## src/rtl/tt_uart_pkg.sv

```systemverilog
// Shared frame constants and state encodings for the tt_uart console transceiver.
package tt_uart_pkg;

    localparam int   DATA_BITS  = 8;
    localparam int   FRAME_BITS = DATA_BITS + 2;
    localparam logic START_BIT  = 1'b0;
    localparam logic STOP_BIT   = 1'b1;

    typedef enum logic [1:0] {
        TX_IDLE,
        TX_ACK,
        TX_SHIFT
    } tx_state_t;

    typedef enum logic [1:0] {
        RX_IDLE,
        RX_START,
        RX_DATA,
        RX_STOP
    } rx_state_t;

endpackage

```

## src/rtl/tt_uart_rx.sv

```systemverilog
// 8N1 oversampling receiver with one-byte holding register and req/ack read port.
// Byte visible one cycle after the stop-bit centre; no backpressure, overrun keeps the newest byte.
module tt_uart_rx
    import tt_uart_pkg::*;
#(
    parameter int OVERSAMPLE = 16
) (
    input  logic                 clk,
    input  logic                 reset,
    input  logic                 rx_clk,
    input  logic                 rx_in,
    input  logic                 rx_req,
    output logic                 rx_ack,
    output logic [DATA_BITS-1:0] rx_data,
    output logic                 rx_empty
);

    localparam int TW = $clog2(OVERSAMPLE);
    localparam int BW = $clog2(DATA_BITS);

    logic [1:0]           sync;
    logic                 rx_s;
    rx_state_t            state, state_nxt;
    logic [TW-1:0]        tick;
    logic [BW-1:0]        bit_idx;
    logic [DATA_BITS-1:0] shreg;
    logic                 wait_high;
    logic                 mid_start, bit_centre;
    logic                 frame_ok, frame_err;

    assign rx_s       = sync[1];
    assign mid_start  = rx_clk && (tick == TW'(OVERSAMPLE / 2 - 1));
    assign bit_centre = rx_clk && (tick == TW'(OVERSAMPLE - 1));

    always_comb begin
        state_nxt = state;
        frame_ok  = 1'b0;
        frame_err = 1'b0;
        case (state)
            RX_IDLE:  if (rx_clk && !rx_s && !wait_high) state_nxt = RX_START;
            RX_START: if (mid_start) state_nxt = rx_s ? RX_IDLE : RX_DATA;
            RX_DATA:  if (bit_centre && (bit_idx == BW'(DATA_BITS - 1))) state_nxt = RX_STOP;
            RX_STOP: begin
                if (bit_centre) begin
                    state_nxt = RX_IDLE;
                    frame_ok  = rx_s;
                    frame_err = !rx_s;
                end
            end
            default:  state_nxt = RX_IDLE;
        endcase
    end

    always_ff @(posedge clk) begin
        if (reset) begin
            sync      <= 2'b11;
            state     <= RX_IDLE;
            tick      <= '0;
            bit_idx   <= '0;
            shreg     <= '0;
            wait_high <= 1'b0;
            rx_data   <= '0;
            rx_empty  <= 1'b1;
            rx_ack    <= 1'b0;
        end else begin
            sync  <= {sync[0], rx_in};
            state <= state_nxt;

            // Tick wraps at OVERSAMPLE, so each data bit centre follows the previous by one bit time.
            if (state != state_nxt) begin
                tick <= '0;
            end else if (rx_clk) begin
                tick <= tick + TW'(1);
            end

            if (state == RX_START) begin
                bit_idx <= '0;
            end else if (state == RX_DATA && bit_centre) begin
                shreg   <= {rx_s, shreg[DATA_BITS-1:1]};
                bit_idx <= bit_idx + BW'(1);
            end

            // After a framing error the line must return high before a new start is trusted.
            if (frame_err) begin
                wait_high <= 1'b1;
            end else if (rx_s) begin
                wait_high <= 1'b0;
            end

            if (frame_ok && !rx_ack) begin
                rx_data  <= shreg;
                rx_empty <= 1'b0;
            end

            if (!rx_ack && rx_req && !rx_empty) begin
                rx_ack <= 1'b1;
            end else if (rx_ack && !rx_req) begin
                rx_ack   <= 1'b0;
                rx_empty <= 1'b1;
            end
        end
    end

endmodule

```

## src/rtl/tt_uart.sv

```systemverilog
// PDP-8 console UART: 8N1 transmitter inline, receiver in tt_uart_rx; strobe-paced bit timing.
// TX accepts one byte per frame (tx_ack next cycle); requests are held off while tx_empty=0.
module tt_uart
    import tt_uart_pkg::*;
#(
    parameter int OVERSAMPLE = 16
) (
    input  logic                 clk,
    input  logic                 reset,
    input  logic                 tx_clk,
    input  logic                 tx_req,
    input  logic [DATA_BITS-1:0] tx_data,
    output logic                 tx_ack,
    output logic                 tx_empty,
    input  logic                 rx_clk,
    input  logic                 rx_req,
    output logic                 rx_ack,
    output logic [DATA_BITS-1:0] rx_data,
    output logic                 rx_empty,
    input  logic                 rx_in,
    output logic                 tx_out
);

    localparam int CW = $clog2(FRAME_BITS + 1);

    tx_state_t             tx_state, tx_state_nxt;
    logic [FRAME_BITS-1:0] tx_frame;
    logic [CW-1:0]         tx_cnt;
    logic                  tx_busy;
    logic                  tx_accept, tx_done;

    assign tx_accept = (tx_state == TX_IDLE) && tx_req;
    assign tx_done   = tx_busy && tx_clk && (tx_cnt == CW'(FRAME_BITS));
    assign tx_ack    = (tx_state == TX_ACK);
    assign tx_empty  = !tx_busy;

    // ACK tracks the handshake, SHIFT covers a frame still in flight after the handshake closed.
    always_comb begin
        tx_state_nxt = tx_state;
        case (tx_state)
            TX_IDLE:  if (tx_req) tx_state_nxt = TX_ACK;
            TX_ACK:   if (!tx_req) tx_state_nxt = (tx_busy && !tx_done) ? TX_SHIFT : TX_IDLE;
            TX_SHIFT: if (tx_done || !tx_busy) tx_state_nxt = TX_IDLE;
            default:  tx_state_nxt = TX_IDLE;
        endcase
    end

    always_ff @(posedge clk) begin
        if (reset) begin
            tx_state <= TX_IDLE;
            tx_frame <= '0;
            tx_cnt   <= '0;
            tx_busy  <= 1'b0;
            tx_out   <= 1'b1;
        end else begin
            tx_state <= tx_state_nxt;
            if (tx_accept) begin
                tx_frame <= {STOP_BIT, tx_data, START_BIT};
                tx_cnt   <= '0;
                tx_busy  <= 1'b1;
            end else if (tx_busy && tx_clk) begin
                // The strobe after the stop bit only closes the frame; tx_out already sits high.
                if (tx_cnt == CW'(FRAME_BITS)) begin
                    tx_busy <= 1'b0;
                end else begin
                    tx_out   <= tx_frame[0];
                    tx_frame <= tx_frame >> 1;
                    tx_cnt   <= tx_cnt + CW'(1);
                end
            end
        end
    end

    tt_uart_rx #(
        .OVERSAMPLE(OVERSAMPLE)
    ) u_rx (
        .clk     (clk),
        .reset   (reset),
        .rx_clk  (rx_clk),
        .rx_in   (rx_in),
        .rx_req  (rx_req),
        .rx_ack  (rx_ack),
        .rx_data (rx_data),
        .rx_empty(rx_empty)
    );

endmodule

```

## config.mk

```make
export PLATFORM = sky130hd
export DESIGN_NAME = tt_uart
export DESIGN_NICKNAME = d
export VERILOG_FILES = /design/src/rtl/tt_uart_pkg.sv /design/src/rtl/tt_uart_rx.sv /design/src/rtl/tt_uart.sv
export SDC_FILE = /design/constraint.sdc
export NUM_CORES = 1
export LEC_CHECK = 0
export CAP_MARGIN = 25
export CORE_ASPECT_RATIO = 0.75
export CORE_MARGIN = 8
export CORE_UTILIZATION = 40
export CTS_BUF_LIST = sky130_fd_sc_hd__clkbuf_16
export DETAILED_ROUTE_END_ITERATION = 6
export PLACE_DENSITY = 0.7
export SLEW_MARGIN = 20
export SYNTH_ARGS = -nofsm -noshare
export SYNTH_HDL_FRONTEND = slang
export SYNTH_SLANG_ARGS = --single-unit
```

## constraint.sdc

```tcl
create_clock -name clk -period 3.6 [get_ports clk]
set_input_delay 0.54 -clock clk [delete_from_list [all_inputs] [get_ports clk]]
set_output_delay 0.54 -clock clk [all_outputs]
set_load 0.03 [all_outputs]
```

==> run metrics, run 1 <==
Cell Area, Synth 2165 µm²; min-delay src u_rx.sync[0]$_SDFF_PP1_; drt wl/cell 14.90 µm; IO Port Bufs 27; Netlist cell types 46; Max-Cap Viols 0; top cells by area, synth dfxtp_1, a21oi_1, nand4_1; Mapped Cells 245; top-count cell post-synth dfxtp_1; CP top delay family buffers and inverters; Routed Antenna Nets 0; Layout area overhead 18.21%; initial antenna violation count 0; Post-CTS Hold Fix Bufs 0; sequential-to-total area share from yosys stat 44.39%; worst hold endpoint u_rx.sync[1]$_SDFF_PP1_; Ys Warns 0; worst reg-to-reg setup slack 1870 ps; worst path arrival time 1660 ps; first-pass GRT wire length 8397 µm; 1st-pass router iterations 4; pwr dens 421.6 nW/µm²; Initial DRC Count 156; Worst Path Buf+Inv 1; GR Util All Layers 12.67%; HPWL Detailed 3288 µm; cell taking the most area after synthesis dfxtp_1; crit start category register; Slowest-stage cell, CP clkdlybuf4s50_1; Compound-Gate Fraction of Synth Area 25.55%; main combinational cell family by area after synthesis compound AO/OA/AOI/OAI gates; Core Util, Final 48.32%; maximum level of the CTS H-tree 2; Pins Over Slew Limit 0; share of layout cells above drive strength 1 5.405%; # diodes 0; Clock Latency Late Sink 280 ps; synth cell count leaders dfxtp_1, a21oi_1, nand4_1, o21ai_0, nor2_1; final period utilization 61.05%; WP data required 3060 ps; dpl ws 1241 ps; #FFs+latches synth 48; Tightest Hold Check Type register to register; crit-path max cell delay 780 ps; hold-critical path depth 1; core area 5295 µm²; final worst slack 1402 ps; Reg-to-Reg End u_rx.rx_data[6]$_SDFFE_PP0P_; Slew HR 50.81%; critical path peak fanout 11; initial core utilization 40.88%; Mapped Nets 265; cts repair resizes 0; I/O pins 28; die area 8045 µm²; Avg Cell Area, Syn 8.835 µm²; CTS tree done; Fmax 455.0 MHz; clk sinks 48; Tmin final 2198 ps; Clock Tree Root clkbuf_16; reg2reg start u_rx.tick[0]$_SDFFE_PP0P_; Post-Synth Simple-Gate Area 18.32%; Vias 1,891; largest net degree at the start of global routing 24; CP cell instances clkdlybuf4s50_1; die height 79.71 µm; outcome finished clean; drt total wl 4976 µm; FILL cells 505; clk_skew 5.677 ps; Max Root-Sink Buffers 2; Synth Area in XOR/XNOR 1.618%; RSZ-0062 raised after global routing false; adder-cell share of the synthesized area 2.890%; post-synthesis mux area share 0.9249%; worst slew pin tran 737.8 ps; GP Congestion 0.7682; clk slew on worst S/H paths 60 ps; grt ovf 0; post-CTS setup buffers 0; peak supply drop 0.1786 mV; Cell Rows 23; Nets 278; cells on worst reg2reg path 4; TritonCTS buffer count 5; vias in the first global route 1,746; Leak 0.8564 nW; Die X-Extent 100.9 µm; DRC Markers 0; Final Non-Filler Cells 334; Final Hold Fails 0; Vias/cell 5.662; # setup viols final 0; ys async rst share 0%; crit path kind register to output pin; TNS Setup 0 ps; Post-Place Cells 326; Crit. End Element output pin; ys flop type dfxtp_1; EDFF count, synth 0; Yosys top cell area share 44.39%
==> where the power goes <==
group	internal, mW	leakage (nW)	switching [mW]
Sequential	0.547	0.391	0.0108
Clock	0.250	0.0738	0.185
Combinational	0.0399	0.392	0.0458
==> kinds of logic (layout without fill, tap and decap cells) <==
logic type,Yosys count,count (layout)
AOI/OAI and AO/OA,90,90
and+or+nand+nor,68,68
DFF,48,48
buffers and inverters,28,42
adders and majority gates,5,5
xor gates and xnor gates,4,4
muxes,2,2
==> sequential cells by signal, summed over array words and instances, names as in the netlist, 2 cells and up <==
name and cells:
tx_cnt 4, u_rx.rx_data 8, u_rx.bit_idx 3, u_rx.shreg 8, u_rx.state 2, tx_frame 10, u_rx.tick 4, u_rx.sync 2
tx_state 2
==> worst max-delay path by stage <==
stage / start / endpoint / slack, ps / depth (start not counted)
6_report: u_rx.rx_ack$_SDFFE_PP0P_ / rx_ack / 1400 / 1
5_1_grt: u_rx.rx_ack$_SDFFE_PP0P_ / rx_ack / 1350 / 1
4_1_cts: u_rx.rx_ack$_SDFFE_PP0P_ / rx_ack / 1420 / 1
3_5_place_dp: rx_clk / u_rx.rx_data[6]$_SDFFE_PP0P_ / 1240 / 4
3_3_place_gp: rx_clk / u_rx.rx_data[7]$_SDFFE_PP0P_ / 1260 / 4
2_1_floorplan: tx_cnt[0]$_SDFFE_PP0P_ / tx_out$_SDFFE_PP1P_ / 2150 / 5
==> final cells by class <==
cell class                 instances  area (µm²)  area share, %
clock buffer                       5       125.1          4.890
clock inverter                     3       11.26         0.4401
inverter                           6       22.52         0.8802
multi-input combinational        169        1067          41.71
sequential                        48       960.9          37.56
tap                               75       93.84          3.667
timing repair buffer              28       277.8          10.86
==> through the flow <==
step                power, mW  hold WS [ps]  cell area [µm²]
floorplan              0.6221         389.5             2165
global placement       0.6526         400.5             2422
detailed placement     0.6544         403.0             2422
CTS                     1.087         426.3             2559
global route            1.123         434.7             2559
finish                  1.079         421.5             2559
==> routing by layer <==
layer,up-vias,GRT usage [%],routed length (µm)
li1,945,-,-
met1,887,18.66,2592
met2,52,16.75,2009
met3,7,3.484,309
met4,0,4.741,65
met5,-,0,0
==> cells in the final DEF (no fill, tap or decap), types with 2 or more instances in the layout <==
master,n
and2_1,3
o41ai_1,8
nor2_1,13
clkdlybuf4s50_1,27
clkinv_1,2
o21ai_0,20
or2_2,2
xor2_1,3
inv_1,7
mux2i_1,2
a21oi_1,27
or3_1,2
or3b_1,2
nor3_1,5
clkbuf_16,5
dfxtp_1,48
ha_1,5
a31oi_1,11
nand2_1,5
nand3b_1,2
a211oi_1,10
nand4_1,20
nand3_1,5
and3_1,2
o21ai_1,4
No activity file was read; power rests on OpenSTA's default activity.
==> run 2, diff against run 1 <==
==> constraint.sdc (replaced) <==
create_clock -name clk -period 2.08 [get_ports clk]
set_input_delay 0.312 -clock clk [delete_from_list [all_inputs] [get_ports clk]]
set_output_delay 0.312 -clock clk [all_outputs]
set_load 0.03 [all_outputs]
==> run metrics, run 2 (synthesis gave the netlist of run 1 again) <==
Clock Tree Root clkbuf_16; reg2reg start u_rx.tick[0]$_SDFFE_PP0P_; Vias/cell 5.553 (-1.9%); GP Congestion 0.7728 (+0.60%); grt ovf 0 (unchanged); drt total wl 5097 µm (+2.4%); Pins Over Slew Limit 0 (unchanged); crit-path max cell delay 760 ps (-20 ps); crit start category register; CP Launch Point u_rx.rx_ack$_SDFFE_PP0P_; clk slew on worst S/H paths 60 ps (about the same); HPWL Detailed 3315 µm (+0.82%); grt peak-use layer met1; TritonCTS buffer count 5 (unchanged); CTS tree done; first-pass GRT wire length 8452 µm (+0.65%); worst slew pin tran 577.1 ps (-160.7 ps); Fmax 512.5 MHz; RSZ-0062 raised after global routing false; TNS Setup 0 ps (unchanged); cts repair resizes 0 (unchanged); vias in the first global route 1,720 (-1.5%); DRC Markers 0 (unchanged); most common cell after layout, fill and taps aside dfxtp_1; Largest regs tx_frame (10), u_rx.rx_data (8), u_rx.shreg (8); core area 5295 µm² (unchanged); share of layout cells above drive strength 1 7.605% (+2.2 points); crit path kind register to output pin; Worst Path Buf+Inv 1 (unchanged); maximum level of the CTS H-tree 2 (unchanged); WP data required 1770 ps (-1290 ps); Pwr Total 2.020 mW (+87%); FF+latch area 960.9 µm² (unchanged); Layout area overhead 21.45%; Global Route met3 Usage 3.920% (+0.44 points); met2 Use GR 17.74% (+0.99 points); initial antenna violation count 0 (unchanged); Cell Rows 23 (unchanged); IO Port Bufs 27 (unchanged); cells on worst reg2reg path 4 (unchanged); final period utilization 93.80%; Tightest Hold Check Type register to register; drt wl/cell 15.08 µm (+1.2%); Most flops, register tx_frame; Max-Cap Viols 0 (unchanged); outcome finished clean; clk_skew 5.069 ps (-0.6087 ps); Die X-Extent 100.9 µm (unchanged); Clock Latency Late Sink 290 ps (about the same); # diodes 0 (unchanged); Crit. End Element output pin; critical path peak fanout 11 (unchanged); Slew HR 61.36% (+11 points); Initial DRC Count 138 (-12%); post-CTS setup buffers 0 (unchanged); largest net degree at the start of global routing 40 (+67%); CP top delay family buffers and inverters; 1st-pass router iterations 4 (unchanged); Post-CTS Hold Fix Bufs 0 (unchanged); worst path arrival time 1640 ps (-20 ps); FILL cells 531 (+5.1%); Max Root-Sink Buffers 2 (unchanged); die area 8045 µm² (unchanged); most frequent cells in the layout dfxtp_1, a21oi_1, clkdlybuf4s50_1; max reg flops 10 (unchanged); Critical Path Stages 1 (unchanged); Leak 0.8909 nW (+4.0%); Critical Path End rx_ack; met1 Use GR 18.19% (-0.47 points); Slowest-stage cell, CP clkdlybuf4s50_1; Routed Antenna Nets 0 (unchanged); Final Hold Fails 0 (unchanged); clk sinks 48 (unchanged); # setup viols final 0 (unchanged); Tmin final 1951 ps; Nets 282 (+1.4%); Vias 1,877 (-0.74%); peak supply drop 0.3516 mV (+97%); area of the multi-input gates 1067 µm² (unchanged); worst reg-to-reg setup slack 450 ps (-1420 ps); die height 79.71 µm (unchanged); initial core utilization 40.88% (unchanged); GR Util All Layers 12.98% (+0.31 points); Reg-to-Reg End u_rx.rx_data[7]$_SDFFE_PP0P_; pwr dens 768.6 nW/µm² (+82%); CP cell instances clkdlybuf4s50_1; I/O pins 28 (unchanged)
## run 2: cell types whose count changed in the layout (fill, tap and decap cells not counted), sizes merged
cell	before	now
buf	1	5
bufinv	0	1
inv	7	6
## run 2: cell type report
class                      instances  area share, %
timing repair buffer              32          12.18
tap                               75          3.570
clock inverter                     3          1.475
multi-input combinational        169          40.60
inverter                           6         0.8567
sequential                        48          36.55
clock buffer                       5          4.760
## run 2: power by group
group	internal [mW]	switching [mW]	leakage [nW]
sequential	0.946	0.0201	0.391
combinational	0.0741	0.0800	0.415
clock	0.561	0.339	0.0850
## run 2: per-stage QoR
stage               utilization, %  cell area (µm²)  hold WS (ps)  setup WS (ps)  std cells
floorplan                        -             2165         389.5          631.6        245
global placement             46.55             2465         397.0          221.7        330
detailed placement           46.55             2465         393.8          199.0        330
CTS                          49.65             2629         411.0          120.0        338
global route                 49.65             2629         421.3          77.74        338
finish                       49.65             2629         409.6          128.9        338
## run 2: per-layer routing
layer | vias up | share of wire (%) | routed length (µm)
met5 | - | 0 | 0
met4 | 0 | 1.2 | 59
met3 | 4 | 6.4 | 327
met2 | 46 | 40 | 2051
met1 | 873 | 52 | 2658
li1 | 954 | - | -
## run 2: worst min-delay path by stage
stage / from / endpoint / slack [ps] / depth (start not counted)
6_report: u_rx.sync[0]$_SDFF_PP1_ / u_rx.sync[1]$_SDFF_PP1_ / 410 / 1
3_5_place_dp: u_rx.sync[0]$_SDFF_PP1_ / u_rx.sync[1]$_SDFF_PP1_ / 390 / 1
2_1_floorplan: u_rx.sync[0]$_SDFF_PP1_ / u_rx.sync[1]$_SDFF_PP1_ / 390 / 1
5_1_grt: u_rx.sync[0]$_SDFF_PP1_ / u_rx.sync[1]$_SDFF_PP1_ / 420 / 1
3_3_place_gp: u_rx.sync[0]$_SDFF_PP1_ / u_rx.sync[1]$_SDFF_PP1_ / 400 / 1
4_1_cts: u_rx.sync[0]$_SDFF_PP1_ / u_rx.sync[1]$_SDFF_PP1_ / 410 / 1
